--- config.mk ---
export PLATFORM = sky130hd
export DESIGN_NAME = hslp_dot_acc
export DESIGN_NICKNAME = d
export VERILOG_FILES = /design/src/rtl/hslp_acc_pkg.sv /design/src/rtl/hslp_sat_add.sv /design/src/rtl/hslp_dot_acc.sv
export SDC_FILE = /design/constraint.sdc
export NUM_CORES = 1
export LEC_CHECK = 0
export BUFFER_PORTS_ARGS = -buffer_cell sky130_fd_sc_hd__buf_2
export CORE_ASPECT_RATIO = 0.7
export CORE_MARGIN = 2
export CORE_UTILIZATION = 45
export DETAILED_ROUTE_END_ITERATION = 10
export PLACE_DENSITY = 0.75
export SYNTH_ARGS = -nofsm -noshare
export SYNTH_HDL_FRONTEND = slang
export SYNTH_SLANG_ARGS = --single-unit
--- constraint.sdc ---
create_clock -name clk -period 3.3 [get_ports clk]
set_input_delay 0.165 -clock clk [delete_from_list [all_inputs] [get_ports clk]]
set_output_delay 0.165 -clock clk [all_outputs]
set_load 0.01 [all_outputs]
--- src/rtl/hslp_acc_pkg.sv ---
// Shared definitions for the approximate-product dot accumulator.
package hslp_acc_pkg;

    // Accumulate beats, or hold a finished result until the consumer takes it.
    typedef enum logic [0:0] {
        ACC  = 1'b0,
        HOLD = 1'b1
    } state_e;

    // Width of one approximate product coming out of the 8x8 multiplier.
    localparam int PROD_W    = 16;

    // Default accumulator/result width and maximum vector length.
    localparam int ACC_W_DEF = 24;
    localparam int LEN_DEF   = 16;

endpackage

--- src/rtl/hslp_sat_add.sv ---
// Combinational saturating adder: ACC_W-bit running sum plus a 16-bit product.
// The add is done one bit wider so the carry out flags a clip to all-ones.
module hslp_sat_add
    import hslp_acc_pkg::*;
#(
    parameter int ACC_W = ACC_W_DEF
) (
    input  logic [ACC_W-1:0]  a,
    input  logic [PROD_W-1:0] b,
    output logic [ACC_W-1:0]  sum,
    output logic              sat
);

    logic [ACC_W:0] wide_s;

    // Widened add, then clip to the largest representable value on carry out.
    always_comb begin
        wide_s = {1'b0, a} + {{(ACC_W + 1 - PROD_W){1'b0}}, b};
        sat    = wide_s[ACC_W];
        if (wide_s[ACC_W]) begin
            sum = {ACC_W{1'b1}};
        end else begin
            sum = wide_s[ACC_W-1:0];
        end
    end

endmodule

--- src/rtl/hslp_dot_acc.sv ---
// Streaming saturating dot-product accumulator. Sums up to LEN approximate
// products per vector and presents the result on a valid/ready port.
// in_ready is a registered copy of (state == ACC), so it never depends on
// in_valid and cannot close a combinational loop with the upstream stage.
module hslp_dot_acc
    import hslp_acc_pkg::*;
#(
    parameter int ACC_W = ACC_W_DEF,
    parameter int LEN   = LEN_DEF,
    parameter int CNT_W = $clog2(LEN + 1)
) (
    input  logic              clk,
    input  logic              rst,
    input  logic              in_valid,
    output logic              in_ready,
    input  logic [PROD_W-1:0] prod,
    input  logic              in_last,
    output logic              out_valid,
    input  logic              out_ready,
    output logic [ACC_W-1:0]  out_sum,
    output logic [CNT_W-1:0]  out_count,
    output logic              out_ovf
);

    state_e             state_r;
    logic [ACC_W-1:0]   acc_r;
    logic [CNT_W-1:0]   cnt_r;
    logic               ovf_r;

    logic               accept_s;
    logic               term_s;
    logic [ACC_W-1:0]   sum_s;
    logic               sat_s;
    logic [CNT_W-1:0]   cnt_inc_s;

    hslp_sat_add #(
        .ACC_W (ACC_W)
    ) u_sat_add (
        .a   (acc_r),
        .b   (prod),
        .sum (sum_s),
        .sat (sat_s)
    );

    assign accept_s  = in_valid && in_ready;
    assign cnt_inc_s = cnt_r + CNT_W'(1);
    // A vector ends on an explicit last beat or when the LEN-th beat arrives;
    // both together still end it only once.
    assign term_s    = in_last || (cnt_inc_s == CNT_W'(LEN));

    // FSM, running accumulator/counter and registered result/handshake outputs.
    always_ff @(posedge clk) begin
        if (rst) begin
            state_r   <= ACC;
            acc_r     <= {ACC_W{1'b0}};
            cnt_r     <= {CNT_W{1'b0}};
            ovf_r     <= 1'b0;
            in_ready  <= 1'b1;
            out_valid <= 1'b0;
            out_sum   <= {ACC_W{1'b0}};
            out_count <= {CNT_W{1'b0}};
            out_ovf   <= 1'b0;
        end else begin
            case (state_r)
                ACC: begin
                    if (accept_s) begin
                        if (term_s) begin
                            out_sum   <= sum_s;
                            out_count <= cnt_inc_s;
                            out_ovf   <= ovf_r | sat_s;
                            acc_r     <= {ACC_W{1'b0}};
                            cnt_r     <= {CNT_W{1'b0}};
                            ovf_r     <= 1'b0;
                            state_r   <= HOLD;
                            in_ready  <= 1'b0;
                            out_valid <= 1'b1;
                        end else begin
                            acc_r <= sum_s;
                            cnt_r <= cnt_inc_s;
                            ovf_r <= ovf_r | sat_s;
                        end
                    end
                end
                HOLD: begin
                    if (out_ready) begin
                        state_r   <= ACC;
                        in_ready  <= 1'b1;
                        out_valid <= 1'b0;
                    end
                end
                default: begin
                    state_r   <= ACC;
                    acc_r     <= {ACC_W{1'b0}};
                    cnt_r     <= {CNT_W{1'b0}};
                    ovf_r     <= 1'b0;
                    in_ready  <= 1'b1;
                    out_valid <= 1'b0;
                end
            endcase
        end
    end

endmodule

==> metrics.yaml, run 1 <==
post-route-min-period_ns: 2.70
syn_area_sq_um: 3450
grt_overflow: 0
synthArstFlopShare: 0
htree_levels: 3
syn_area_per_cell_sq_um: 8.45
crit_path_start_kind: "flop"
cap_violations: 0
routed_wl_mm: 8.67
die-area_sq_um: 8390
path_delay_family: "compound AO/OA/AOI/OAI gates"
fmax_ghz: 0.370
path_cells: "ha_1 -> fa_1 -> a211oi_1 -> o21ai_2 -> a21oi_2 -> o211ai_4 -> and2b_4 -> nor2_4 -> a311oi_2"
yosysWarnings: 0
cts_resized: 0
worst_pin_slew_ns: 0.828
cts_buffers: 9
cp_max_fo: 22
syn2layout_area_growth_pct: 16.7
reg2reg_slack_ns: 0.60
final_core_util: 0.547
place.gp.congestion: 0.918
clock-sinks: 63
finalMaxSlewViolations: 0
finalSetupViolCount: 0
ys_ff_latch: 63
synth_most_common_cell: "dfxtp_1"
cts-hold-fix-buffers: 0
ios: 53
postRouteAntennaNets: 0
cts_buffer_depth: 2
cts_setup_buffers: 0
synth_nets: 447
worst_hold_path.num_cells: 2
antenna_cells: 0
cp.arrival_ns: 2.92
gr-usage-all-layers: 0.218
end_kind: "flop"
synth.yosys.seq_area_share: 0.366
via_per_inst: 5.62
grt_pass1_vias: 2970
insertion_delay_ns: 0.34
peakVddDrop_mv: 0.287
grt_max_degree: 44
synth_top_flop_cell: "dfxtp_1"
r2r-start: "acc_r[0]"
cts_tree: "yes"
drt_iter0_markers: 156
path_buf_inv: 0
max_stage_delay_ns: 0.44
crit_slowest_cell: "fa_1"
critPathKind: "reg2reg"
vias: 3128
cts_root_buffer: "clkbuf_8"
rsz0062_at_grt: "false"
chipHeight_microns: 77.3
fp-row-count: 26
synth_top_area_cell: "dfxtp_1"
drc_errors: 0
antenna_found_initial: 0
layout-drive-gt1-share: 0.224
hold_viol: 0
syn-instance-count: 408
fin_setup_tns_ns: 0
yosys-top-cells-count: "dfxtp_1, nor2_1, nand2_1"
dr.pass1.iters: 4
core_sq_um: 7350
max_slew_margin: 0.448
nets: 493
yosysUniqueCellTypes: 64
grt_pass1_wl_mm: 14.3
min_to: "in_ready"
outcome: "complete, no violations"
synth_top_area_share: 0.366
die_w_microns: 109
initial_core_util: 0.469
wl_per_cell_microns: 15.6
r2r-end: "out_sum[17]"
post-dp-hpwl_mm: 6.07
hp-class: "in2reg"
required_ns: 3.52
p_leak_uw: 0.00163
fin_crit_sh: 0.820
path_clk_slew_ns: 0.08
ys_top_cells_by_area: "dfxtp_1, nor2_1, ha_1"
reg2reg_depth: 9
hp-start: "out_ready"
synth_enable_flop_cells: 0
io_buffers: 52
powerDensity_nw_per_um2: 515
fin_skew_ns: 0.0108
==> per-layer routing <==
layer	vias to the layer above	wire, microns	track usage	share of wire
met3	9	509	0.0561	0.059
met4	0	98	0.0603	0.011
li1	1565	-	-	-
met5	-	0	0	0
met1	1460	4330	0.305	0.50
met2	94	3730	0.329	0.43
==> worst max-delay path by stage <==
stage                   from          end  slack (ns)  cells after the start
floorplan           acc_r[0]      out_ovf        0.93                     10
global placement    acc_r[0]  out_sum[17]        0.70                      9
detailed placement  acc_r[0]  out_sum[17]        0.62                      9
CTS                 acc_r[0]  out_sum[17]        0.60                      9
global route        acc_r[0]  out_sum[19]        0.42                      9
finish              acc_r[0]  out_sum[17]        0.60                      9
==> layout make-up <==
cell class	instances	area (sq um)
Fill cell	721	3330
Inverter	4	15.0
Tap cell	98	123
Clock inverter	7	145
Timing Repair Buffer	56	290
Multi-Input combinational cell	320	2070
Sequential cell	63	1260
Clock buffer	9	124
==> cells in the final DEF, fill, tap and decap left out, types with 3 or more instances in the layout <==
cell       count
dfxtp_1       63
nor2_1        60
buf_2         52
nand2_1       42
a21oi_1       31
o21ai_0       19
ha_1          17
nand3_1       14
a211oi_2      12
a211oi_1      11
xnor2_1       11
clkbuf_8       9
a21o_1         7
o211ai_1       7
nor3_1         6
xor2_1         5
nand4_1        4
inv_1          4
or3_1          4
nor3_2         4
a21oi_2        4
nor2b_1        4
a22oi_1        4
bufinv_16      4
buf_4          4
and3_1         3
nand2b_1       3
o21ai_1        3
==> metrics by stage <==
| stage | setup slack [ns] | hold slack (ns) | std cells | total power (uW) | cell area (sq um) |
|---|---|---|---|---|---|
| 6_report | 0.595 | 0.0896 | 557 | 2070 | 4030 |
| 5_1_grt | 0.422 | 0.0962 | 557 | 2160 | 4030 |
| 4_1_cts | 0.600 | 0.0776 | 557 | 2080 | 4030 |
| 3_5_place_dp | 0.617 | 0.435 | 541 | 1190 | 3760 |
| 3_3_place_gp | 0.699 | 0.420 | 541 | 1180 | 3760 |
| 2_1_floorplan | 0.929 | 0.310 | 408 | 1090 | 3450 |
==> registers in the layout, summed over array words and instances (netlist names) <==
name	cells
acc_r	24
state_r	1
out_count	5
in_ready	1
out_sum	24
ovf_r	1
out_valid	1
out_ovf	1
cnt_r	5
==> logic make-up after synthesis <==
family                   Yosys count  share of synthesized area
multiplexers                       2                    0.00580
flip-flops                        63                      0.366
AND/OR/NAND/NOR                  159                      0.219
buffers and inverters             25                     0.0363
adder cells (fa/ha/maj)           18                     0.0675
XOR/XNOR                          16                     0.0406
AO/OA/AOI/OAI                    125                      0.266
==> report_power, final <==
part           internal [uW]  total (uW)  leakage, uW  switching [uW]
logic                    134         348     0.000987             215
clock network            580         897     0.000130             317
registers                802         827     0.000514            24.7
Note: power is estimated with default switching activity, not from simulation.
==> run 2: changes to the inputs <==
Clock period 3.3 ns to 2.8 ns, I/O delays scaled along.
==> metrics.yaml, run 2 (synthesis gave the netlist of run 1 again) <==
cts-hold-fix-buffers: 0
post-route-min-period_ns: 2.65
htree_levels: 3
cp.arrival_ns: 2.87
fp-row-count: 26
postRouteAntennaNets: 0
multi_input_area_sq_um: 2070
syn2layout_area_growth_pct: 16.4
chipHeight_microns: 77.3
finalSetupViolCount: 0
critPathKind: "reg2reg"
regArea_sq_um: 1260
cts_setup_buffers: 0
layout_commonest_cell: "dfxtp_1"
path_buf_inv: 0
fin_crit_sh: 0.948
crit_path_start_kind: "flop"
via_per_inst: 5.63
cap_violations: 0
routed_wl_mm: 8.57
io_buffers: 52
nets: 497
drt_iter0_markers: 207
grt_overflow: 0
ios: 53
outcome: "complete, no violations"
hp-class: "in2reg"
grt_pass1_wl_mm: 14.3
nFillCells: 707
wl_per_cell_microns: 15.3
die-area_sq_um: 8390
crit_slowest_cell: "fa_1"
top_regs: "acc_r: 24 flops, out_sum: 24 flops"
cts_tree: "yes"
grt_max_degree: 24
cp_max_fo: 22
powerDensity_nw_per_um2: 573
core_sq_um: 7350
grt_pass1_vias: 2941
post-dp-hpwl_mm: 6.29
drc_errors: 0
rsz0062_at_grt: "false"
cts_buffers: 9
vias: 3150
fin_skew_ns: 0.00754
antenna_cells: 0
p_leak_uw: 0.00164
end_kind: "flop"
fmax_ghz: 0.377
worst_pin_slew_ns: 0.657
initial_core_util: 0.469
antenna_found_initial: 0
clock-sinks: 63
dr.pass1.iters: 4
peakVddDrop_mv: 0.315
place.gp.congestion: 0.903
max_stage_delay_ns: 0.43
die_w_microns: 109
finalMaxSlewViolations: 0
cts_resized: 0
dp_cells: 545
insertion_delay_ns: 0.35
fin_setup_tns_ns: 0
cts_buffer_depth: 2
path_delay_family: "compound AO/OA/AOI/OAI gates"
required_ns: 3.02
path_clk_slew_ns: 0.07
layout-drive-gt1-share: 0.229
path_cells: "ha_1 -> fa_1 -> a211oi_1 -> o21ai_2 -> a21oi_2 -> o211ai_4 -> and2b_4 -> nor2_4 -> a311oi_2"
cts_root_buffer: "clkbuf_8"
layout.cells.non_filler: 560
hold_viol: 0
gr-usage-all-layers: 0.217
layout_common_cells: "dfxtp_1, nor2_1, buf_2"
max_slew_margin: 0.559
run 2: changes by cell type in the layout (fill, tap and decap cells not counted):
cell,before,now
bufinv_16,4,2
clkinv_2,0,1
buf_4,4,8
clkinv_4,2,0
clkinvlp_4,1,0
clkbuf_8,9,12
run 2: through the flow:
| step | power, uW | hold WS (ns) | util | area [sq um] | setup WS (ns) |
|---|---|---|---|---|---|
| 2_1_floorplan | 1280 | 0.285 | - | 3450 | 0.429 |
| 3_3_place_gp | 1390 | 0.394 | 0.515 | 3790 | 0.265 |
| 3_5_place_dp | 1400 | 0.410 | 0.515 | 3790 | 0.178 |
| 4_1_cts | 2320 | 0.0374 | 0.546 | 4020 | 0.156 |
| 5_1_grt | 2410 | 0.0645 | 0.546 | 4020 | 0.00327 |
| 6_report | 2300 | 0.0470 | 0.546 | 4020 | 0.146 |
run 2: layer usage:
metal | GRT usage | wire length (microns)
met3 | 0.0680 | 590
met1 | 0.305 | 4200
met5 | 0 | 0
met2 | 0.328 | 3720
met4 | 0.0410 | 55
run 2: worst paths after layout:
kind	start	endpoint	slack, ns	cells after the start
worst min register to register	acc_r[10]	acc_r[10]	0.46	2
worst max-delay path	acc_r[0]	out_sum[17]	0.15	9
worst min-delay path	out_ready	in_ready	0.05	2
worst max register to register	acc_r[0]	out_sum[17]	0.15	9
run 2: cell type report:
class                   instances  share of cell area
clock buffers                  12              0.0411
inverters                       4             0.00374
repair buffers                 60              0.0798
flip-flops and latches         63               0.314
clock inverters                 3              0.0162
multi-input cells             320               0.515
well taps                      98              0.0305
run 2: power by group:
group          switching (uW)  leakage (uW)  internal (uW)
clock                     345      0.000118            568
sequential               29.1      0.000514            946
combinational             252       0.00101            161
total                     627       0.00164           1670
==> run 3: changes to the inputs <==
Settings changed: PLACE_DENSITY 0.75 to 0.77.
Clock period 2.8 ns to 2.2 ns, I/O delays scaled along.
==> metrics.yaml, run 3 (synthesis gave the netlist of run 1 again) <==
syn2layout_area_growth_pct: 30.1
cp_max_fo: 6
hp-class: "in2reg"
dr_wl_met3_microns: 725
fin_skew_ns: 0.00673
violations: "setup timing"
path_clk_slew_ns: 0.08
path_delay_family: "compound AO/OA/AOI/OAI gates"
routed_wl_mm: 10.1
clock-sinks: 63
cts_buffers: 9
path_cells: "ha_4 -> fa_2 -> a211oi_2 -> o21ai_2 -> a21oi_2 -> o211ai_4 -> buf_4 -> and2b_4 -> a22oi_1 -> nand3_1"
drc_errors: 0
rsz0062_at_grt: "true"
chipHeight_microns: 77.3
core_sq_um: 7350
antenna_cells: 0
layout_commonest_cell: "dfxtp_1"
cap_violations: 0
max_slew_margin: 0.554
crit_slowest_cell: "dfxtp_2"
outcome: "finished with violations"
fmax_ghz: 0.430
cp.arrival_ns: 2.57
grt_pass1_wl_mm: 16.0
post-dp-hpwl_mm: 6.73
fin_crit_sh: 1.06
drt_iter0_markers: 226
insertion_delay_ns: 0.35
grt_max_degree: 28
vias: 3398
crit_path_start_kind: "flop"
htree_levels: 3
cts_root_buffer: "clkbuf_8"
hold_viol: 0
io_buffers: 52
critPathKind: "reg2reg"
required_ns: 2.44
ios: 53
die_w_microns: 109
postRouteAntennaNets: 0
worst_pin_slew_ns: 0.662
powerDensity_nw_per_um2: 701
finalSetupViolCount: 39
place.gp.congestion: 0.892
post-route-min-period_ns: 2.32
layout-drive-gt1-share: 0.349
grt_overflow: 0
dr.pass1.iters: 6
layout_common_cells: "dfxtp_1, nor2_1, buf_2"
top_regs: "acc_r: 24 flops, out_sum: 24 flops"
p_leak_uw: 0.00184
cts-hold-fix-buffers: 0
setup_ws_ns: -0.124
antenna_found_initial: 0
fin_setup_tns_ns: -1.53
whs_ns: 0.0253
via_per_inst: 5.73
cts_tree: "yes"
wl_per_cell_microns: 17.0
gr-usage-all-layers: 0.244
top_layer_used: "met4"
route.met2.wl_mm: 4.58
cts_buffer_depth: 2
initial_core_util: 0.469
peakVddDrop_mv: 0.687
finalMaxSlewViolations: 0
nets: 529
wl_met1_mm: 4.57
fp-row-count: 26
max_stage_delay_ns: 0.34
die-area_sq_um: 8390
path_buf_inv: 1
end_kind: "flop"
grt_pass1_vias: 3279
run 3: changes by cell type in the layout (fill, tap and decap cells not counted), sizes merged:
cell    change
buf        +29
and2b       +3
clkbuf      -3
clkinv      +3
bufinv      +1
run 3: path summary, 6_finish.rpt:
| kind | startpoint | end | slack, ns | cells after the start |
|---|---|---|---|---|
| worst max-delay path | acc_r[0] | acc_r[18] | -0.12 | 10 |
| worst min-delay path | out_ready | in_ready | 0.03 | 2 |
| worst max register to register | acc_r[0] | acc_r[18] | -0.12 | 10 |
| worst min register to register | out_valid | out_valid | 0.46 | 2 |
run 3: what timing repair did:
| action | CTS | global route |
|---|---|---|
| gates cloned | 2 | 1 |
| setup buffers | 2 | 6 |
| setup endpoints to repair | 40 | 52 |
| gates resized for setup | 16 | 40 |
| pin swaps | 7 | 14 |
run 3: power breakdown:
part	leakage, uW	total [uW]	switching (uW)	internal [uW]
Clock	0.000123	1240	486	756
Sequential	0.000514	1240	38.8	1200
Combinational	0.00121	663	380	283
run 3: layout make-up:
type / instances / area [sq um]
Inverter: 4 / 15.0
Clock inverter: 7 / 121
Fill cell: 623 / 2860
Multi-Input combinational cell: 323 / 2310
Timing Repair Buffer: 89 / 538
Clock buffer: 9 / 124
Tap cell: 98 / 123
Sequential cell: 63 / 1260
run 3: per-layer routing:
metal	global-route usage	vias to the layer above
met4	0.0846	0
li1	-	1653
met1	0.320	1587
met2	0.384	141
met3	0.0680	17
met5	0	-
run 3: metrics by stage:
step	util	power, uW	instances	cell area (sq um)	worst slack (ns)
after global placement	0.538	1820	566	3960	-0.0610
after global routing	0.611	3270	593	4490	-0.175
after CTS	0.581	3090	586	4270	-0.0841
final	0.611	3150	593	4490	-0.124
after detailed placement	0.538	1840	566	3960	-0.142
after floorplan	-	1640	408	3460	0.000828
